`src/rtl/ped_xing_ctrl.sv`:
```
// ped_xing_ctrl: pedestrian-crossing controller.
// Synchronised and debounced request button with a latched request. Minimum car-green time.
// All-red clearance phases and a flashing pedestrian-green warning phase.
// Every duration counts ticks of a common prescaler.
// Optional build macro PED_COUNTDOWN_EN adds the ped_remain countdown output.
module ped_xing_ctrl #(
  parameter int TICK_DIV       = 12000000,
  parameter int DEB_CYCLES     = 120000,
  parameter int T_MIN_GREEN    = 4,
  parameter int T_YELLOW       = 3,
  parameter int T_ALL_RED      = 1,
  parameter int T_PED_GREEN    = 6,
  parameter int T_PED_FLASH    = 4,
  parameter int FLASH_HALF     = 1,
  parameter bit LED_ACTIVE_LOW = 1
) (
  input  logic       clk,
  input  logic       rst_n,
  input  logic       btn,
  output logic       car_r,
  output logic       car_y,
  output logic       car_g,
  output logic       ped_r,
  output logic       ped_g,
  output logic       req_pending,
  output logic [2:0] state
`ifdef PED_COUNTDOWN_EN
  ,
  output logic [7:0] ped_remain
`endif
);

  function automatic int imax(input int a, input int b);
    return (a > b) ? a : b;
  endfunction

  localparam int T_MAX = imax(imax(imax(T_MIN_GREEN, T_YELLOW), imax(T_ALL_RED, T_PED_GREEN)),
                              T_PED_FLASH);
  localparam int TW = $clog2(T_MAX + 1);
  localparam int PW = (TICK_DIV > 1) ? $clog2(TICK_DIV) : 1;
  localparam int DW = (DEB_CYCLES > 1) ? $clog2(DEB_CYCLES) : 1;
  localparam int FW = (FLASH_HALF > 1) ? $clog2(FLASH_HALF) : 1;

  localparam logic [PW-1:0] PRESC_LAST = PW'(TICK_DIV - 1);
  localparam logic [DW-1:0] DEB_LAST   = DW'(DEB_CYCLES - 1);
  localparam logic [FW-1:0] FLASH_LAST = FW'(FLASH_HALF - 1);

  typedef enum logic [2:0] {
    CAR_GREEN  = 3'd0,
    CAR_YELLOW = 3'd1,
    ALL_RED1   = 3'd2,
    PED_GREEN  = 3'd3,
    PED_FLASH  = 3'd4,
    ALL_RED2   = 3'd5
  } state_t;

  // Timer load value on entry to a state: duration minus one tick.
  function automatic logic [TW-1:0] load_of(input state_t s);
    case (s)
      CAR_YELLOW:         return TW'(T_YELLOW - 1);
      ALL_RED1, ALL_RED2: return TW'(T_ALL_RED - 1);
      PED_GREEN:          return TW'(T_PED_GREEN - 1);
      PED_FLASH:          return TW'(T_PED_FLASH - 1);
      default:            return TW'(T_MIN_GREEN - 1);
    endcase
  endfunction

  // Lamp pattern in lit-sense, packed as {car_r, car_y, car_g, ped_r, ped_g}.
  function automatic logic [4:0] lamps_of(input state_t s, input logic flash_on);
    case (s)
      CAR_GREEN:  return 5'b00110;
      CAR_YELLOW: return 5'b01010;
      PED_GREEN:  return 5'b10001;
      PED_FLASH:  return {4'b1000, flash_on};
      default:    return 5'b10010;
    endcase
  endfunction

  logic          sync1_reg, sync2_reg, filt_reg, filt_d_reg;
  logic [DW-1:0] deb_cnt_reg;
  logic          btn_rise;

  state_t        state_reg, state_next;
  logic [PW-1:0] presc_reg, presc_next;
  logic [TW-1:0] timer_reg, timer_next;
  logic          expired_reg, expired_next;
  logic [FW-1:0] flash_cnt_reg, flash_cnt_next;
  logic          flash_on_reg, flash_on_next;
  logic          req_reg, req_next;
  logic [4:0]    lamps_reg, lamps_next;
  logic          tick, done, change;

  // Button synchroniser and debouncer. The filtered level flips only after the
  // synced level has held the opposite value for DEB_CYCLES consecutive cycles.
  // The counter restarts whenever the synced level changes back.
  always_ff @(posedge clk or negedge rst_n) begin
    if (!rst_n) begin
      sync1_reg   <= 1'b0;
      sync2_reg   <= 1'b0;
      filt_reg    <= 1'b0;
      filt_d_reg  <= 1'b0;
      deb_cnt_reg <= '0;
    end else begin
      sync1_reg  <= btn;
      sync2_reg  <= sync1_reg;
      filt_d_reg <= filt_reg;
      if (sync2_reg == filt_reg) begin
        deb_cnt_reg <= '0;
      end else if (deb_cnt_reg == DEB_LAST) begin
        filt_reg    <= sync2_reg;
        deb_cnt_reg <= '0;
      end else begin
        deb_cnt_reg <= deb_cnt_reg + DW'(1);
      end
    end
  end

  assign btn_rise = filt_reg & ~filt_d_reg;

  // Next-state, prescaler, phase timer, flash and request-latch logic.
  always_comb begin
    tick         = (presc_reg == PRESC_LAST);
    done         = tick && (timer_reg == '0);
    state_next   = state_reg;
    expired_next = expired_reg;
    case (state_reg)
      CAR_GREEN: begin
        if ((done || expired_reg) && req_reg) state_next = CAR_YELLOW;
        else if (done)                        expired_next = 1'b1;
      end
      CAR_YELLOW: if (done) state_next = ALL_RED1;
      ALL_RED1:   if (done) state_next = PED_GREEN;
      PED_GREEN:  if (done) state_next = PED_FLASH;
      PED_FLASH:  if (done) state_next = ALL_RED2;
      ALL_RED2:   if (done) state_next = CAR_GREEN;
      default:    state_next = CAR_GREEN;
    endcase

    change = (state_next != state_reg);
    if (change) begin
      // Every phase starts with a fresh prescaler so its length is exact.
      presc_next     = '0;
      timer_next     = load_of(state_next);
      expired_next   = 1'b0;
      flash_cnt_next = '0;
      flash_on_next  = 1'b1;
    end else begin
      presc_next     = tick ? '0 : presc_reg + PW'(1);
      timer_next     = (tick && timer_reg != '0) ? timer_reg - TW'(1) : timer_reg;
      flash_cnt_next = flash_cnt_reg;
      flash_on_next  = flash_on_reg;
      if (tick && state_reg == PED_FLASH) begin
        if (flash_cnt_reg == FLASH_LAST) begin
          flash_cnt_next = '0;
          flash_on_next  = ~flash_on_reg;
        end else begin
          flash_cnt_next = flash_cnt_reg + FW'(1);
        end
      end
    end

    // Entering PED_GREEN serves the request; presses while pedestrians walk are dropped.
    req_next = req_reg;
    if (change && state_next == PED_GREEN)
      req_next = 1'b0;
    else if (btn_rise && state_reg != PED_GREEN && state_reg != PED_FLASH)
      req_next = 1'b1;

    lamps_next = lamps_of(state_next, flash_on_next);
  end

  // FSM state register with registered lamp outputs.
  always_ff @(posedge clk or negedge rst_n) begin
    if (!rst_n) begin
      state_reg     <= CAR_GREEN;
      presc_reg     <= '0;
      timer_reg     <= TW'(T_MIN_GREEN - 1);
      expired_reg   <= 1'b0;
      flash_cnt_reg <= '0;
      flash_on_reg  <= 1'b1;
      req_reg       <= 1'b0;
      lamps_reg     <= 5'b00110;
    end else begin
      state_reg     <= state_next;
      presc_reg     <= presc_next;
      timer_reg     <= timer_next;
      expired_reg   <= expired_next;
      flash_cnt_reg <= flash_cnt_next;
      flash_on_reg  <= flash_on_next;
      req_reg       <= req_next;
      lamps_reg     <= lamps_next;
    end
  end

  assign {car_r, car_y, car_g, ped_r, ped_g} = lamps_reg ^ {5{LED_ACTIVE_LOW}};
  assign req_pending = req_reg;
  assign state       = state_reg;

`ifdef PED_COUNTDOWN_EN
  logic [7:0] remain_reg, remain_next;

  // Remaining pedestrian ticks across PED_GREEN and PED_FLASH; zero elsewhere.
  always_comb begin
    remain_next = '0;
    if (state_next == PED_GREEN && state_reg != PED_GREEN)
      remain_next = 8'(T_PED_GREEN + T_PED_FLASH);
    else if (state_next == PED_GREEN || state_next == PED_FLASH)
      remain_next = (tick && remain_reg != 8'd0) ? remain_reg - 8'd1 : remain_reg;
  end

  // Countdown register.
  always_ff @(posedge clk or negedge rst_n) begin
    if (!rst_n) remain_reg <= '0;
    else        remain_reg <= remain_next;
  end

  assign ped_remain = remain_reg;
`endif

endmodule

```
`config.mk`:
```
export PLATFORM = sky130hd
export DESIGN_NAME = ped_xing_ctrl
export DESIGN_NICKNAME = d
export VERILOG_FILES = /design/src/rtl/ped_xing_ctrl.sv
export SDC_FILE = /design/constraint.sdc
export NUM_CORES = 1
export LEC_CHECK = 0
export CORE_ASPECT_RATIO = 0.6
export CORE_MARGIN = 10
export CORE_UTILIZATION = 27
export DETAILED_ROUTE_END_ITERATION = 8
export PLACE_DENSITY_LB_ADDON = 0.08
export SLEW_MARGIN = 20
export SYNTH_ARGS = -nofsm -noshare
export SYNTH_HDL_FRONTEND = slang
export SYNTH_SLANG_ARGS = --single-unit
```
`constraint.sdc`:
```
create_clock -name clk -period 1.9 [get_ports clk]
set_input_delay 0.38 -clock clk [delete_from_list [all_inputs] [get_ports clk]]
set_output_delay 0.38 -clock clk [all_outputs]
set_load 0.05 [all_outputs]
```
==> flow_metrics.env <==
export IMPL_outcome="finished, violations left"
export IMPL_violations="negative setup slack"
export IMPL_synth_avg_cell_area_um2=9.85
export IMPL_cts_buffers=9
export IMPL_synth_warnings=0
export IMPL_cp_start_kind="flop"
export IMPL_fin_total_pwr_mw=3.01
export IMPL_largest_reg_flops=24
export IMPL_postPlaceCellArea_um2=3600
export IMPL_gp_congestion=0.796
export IMPL_wl_per_cell_um=13.4
export IMPL_grt_pass1_vias=2216
export IMPL_drtAntennaViolNets=0
export IMPL_grt_max_degree=60
export IMPL_synth_area_um2=2980
export IMPL_syn_inst=302
export IMPL_drive_gt1_frac=0.271
export IMPL_finalCritPeriodShare=1.01
export IMPL_finalClockSkew_ns=0.00440
export IMPL_place_ws_ns=-0.0934
export IMPL_dieArea_um2=15800
export IMPL_synth_seq_cells=59
export IMPL_overflow=0
export IMPL_layout_setup_ws_ns=-0.0161
export IMPL_drc=0
export IMPL_via_per_inst=4.56
export IMPL_first_iter_violations=149
export IMPL_fmax_ghz=0.522
export IMPL_final_net_count=371
export IMPL_arrival_ns=2.17
export IMPL_min_path_type="input port to asynchronous set/reset pin"
export IMPL_die_w_um=156
export IMPL_ctsHoldBuffers=0
export IMPL_dp_hpwl_mm=4.82
export IMPL_power_density_nw_per_um2=750
export IMPL_critPathMaxFanout=2
export IMPL_drt_pass1_iterations=4
export IMPL_vias=2315
export IMPL_hold_ws_ns=0.0525
export IMPL_ys_flop_type="dfrtp_1"
export IMPL_worst_pin_slew_ns=0.509
export IMPL_clock_sinks=59
export IMPL_row_count=29
export IMPL_synth_top_area_share=0.454
export IMPL_h_tree_depth=3
export IMPL_relSlewSlack=0.662
export IMPL_grtUsageTotal=0.0931
export IMPL_io_pins=12
export IMPL_placeableCoreArea_um2=10700
export IMPL_finalSetupViolCount=3
export IMPL_slew_viol_final=0
export IMPL_wirelength_mm=6.82
export IMPL_hold_viol=0
export IMPL_crit_type="flop to flop"
export IMPL_drv_cap=0
export IMPL_min_period_ns=1.92
export IMPL_synth_fp_nets=309
export IMPL_grt_pass1_wl_mm=11.6
export IMPL_crit_reg2reg_launch="presc_reg[14]$_DFF_PN0_"
export IMPL_critPathLaunch="presc_reg[14]$_DFF_PN0_"
export IMPL_required_ns=2.16
export IMPL_p_leak_nw=1.85
export IMPL_synth_largest_area_cell="dfrtp_1"
export IMPL_rsz0062_at_grt="true"
export IMPL_root_buffer="clkbuf_16"
export IMPL_stdcell_area_um2=4020
export IMPL_endpoint_kind="flop"
export IMPL_synth_common_cells="dfrtp_1 (54), nor2_1 (42), nand2_1 (28), xor2_1 (28), nand3_1 (16)"
export IMPL_antenna_found_initial=0
export IMPL_syn_to_final_growth_pct=35.0
export IMPL_cts_buffer_depth=2
export IMPL_yosysSeqAreaShare=0.498
export IMPL_yosysMostFrequentCell="dfrtp_1"
export IMPL_fin_tns_setup_ns=-0.0448
export IMPL_cts_tree="built"
export IMPL_n_antenna_cell=0
export IMPL_start_util=0.279
export IMPL_fp_dieH_um=101
export IMPL_irDropWorstVdd_uv=402
export IMPL_portBuffers=11
export IMPL_yosysUniqueCellTypes=42
export IMPL_async_flop_share=1.00
export IMPL_cts_clk_slew_worst_paths_ns=0.05
export IMPL_synth_edf_count=0
export IMPL_clock_latency_ns=0.33
export IMPL_ys_top_cells_by_area="dfrtp_1 (45%), xor2_1 (8.2%), nor2_1 (5.3%), dfstp_2 (4.4%), nand2_1 (3.5%)"
## logic make-up (layout without fill, tap and decap cells)
family | Yosys count | after routing | synth area share
XOR/XNOR | 36 | 36 | 0.106
flip-flops | 59 | 59 | 0.498
AO/OA/AOI/OAI | 33 | 33 | 0.0690
multiplexers | 3 | 3 | 0.0109
AND/OR/NAND/NOR | 145 | 145 | 0.271
buffers and inverters | 22 | 89 | 0.0278
adder cells (fa/ha/maj) | 4 | 4 | 0.0168
## cell type report
class,count,area [um^2]
fillers,1108,6650
multi-input cells,221,1490
flip-flops and latches,59,1480
repair buffers,58,500
clock buffers,12,267
well taps,139,174
inverters,15,56.3
clock inverters,4,47.5
## per-stage QoR
| step | std cells | utilization |
|---|---|---|
| global route | 508 | 0.376 |
| detailed placement | 488 | 0.338 |
| finish | 508 | 0.376 |
| floorplan | 302 | - |
| global placement | 488 | 0.338 |
| CTS | 505 | 0.371 |
## placed cells by master (no fill, tap or decap), types with 4 or more instances in the layout
cell / instances
dfstp_2: 5
a21oi_1: 11
o21ai_0: 6
clkbuf_16: 9
xor2_1: 28
or3_1: 4
buf_4: 49
nor3_1: 5
dfrtp_1: 53
and2_1: 4
nand4_1: 10
xnor2_1: 8
and3_1: 8
buf_12: 5
nand2_1: 28
inv_1: 15
nand2b_1: 4
nand3_1: 15
nor2_1: 42
## metal layers
layer / wire length [um] / vias up / global-route usage
met5: 0 / - / 0
met4: 82 / 0 / 0.0322
met3: 293 / 8 / 0.0351
met2: 2460 / 34 / 0.112
met1: 3980 / 1103 / 0.142
li1: - / 1170 / -
## worst paths after layout
| check | to | slack, ns | depth (start not counted) |
|---|---|---|---|
| max | timer_reg[1]$_DFFE_PN1P_ | -0.02 | 6 |
| min | deb_cnt_reg[1]$_DFF_PN0_ | 0.05 | 2 |
| max reg2reg | timer_reg[1]$_DFFE_PN1P_ | -0.02 | 6 |
| min reg2reg | sync2_reg$_DFF_PN0_ | 0.35 | 0 |
| max in group asynchronous | lamps_reg[2]$_DFF_PN1_ | 1.52 | 2 |
| min in group clk | sync2_reg$_DFF_PN0_ | 0.35 | 0 |
## repair_timing
item,in CTS,in global routing
hold endpoints to repair,0,0
gates resized for setup,10,10
endpoints found under the setup margin,7,14
pin swaps,5,11
buffers inserted,1,3
## report_power, final
part | total [mW] | leakage (nW) | internal, mW | switching [mW]
clock network | 1.68 | 0.155 | 1.12 | 0.563
registers | 1.27 | 0.783 | 1.27 | 0.00522
logic | 0.0615 | 0.907 | 0.0209 | 0.0406
total | 3.01 | 1.85 | 2.40 | 0.608
## critical path, stage by stage, from the launching register on
cell and delay (ns):
dfrtp_1 0.41, nor4b_4 0.36, nand4_1 0.18, or3_4 0.41, a211oi_2 0.26, o21ba_4 0.19
a2bb2oi_2 0.05
Note: power is estimated with default switching activity, not from simulation.
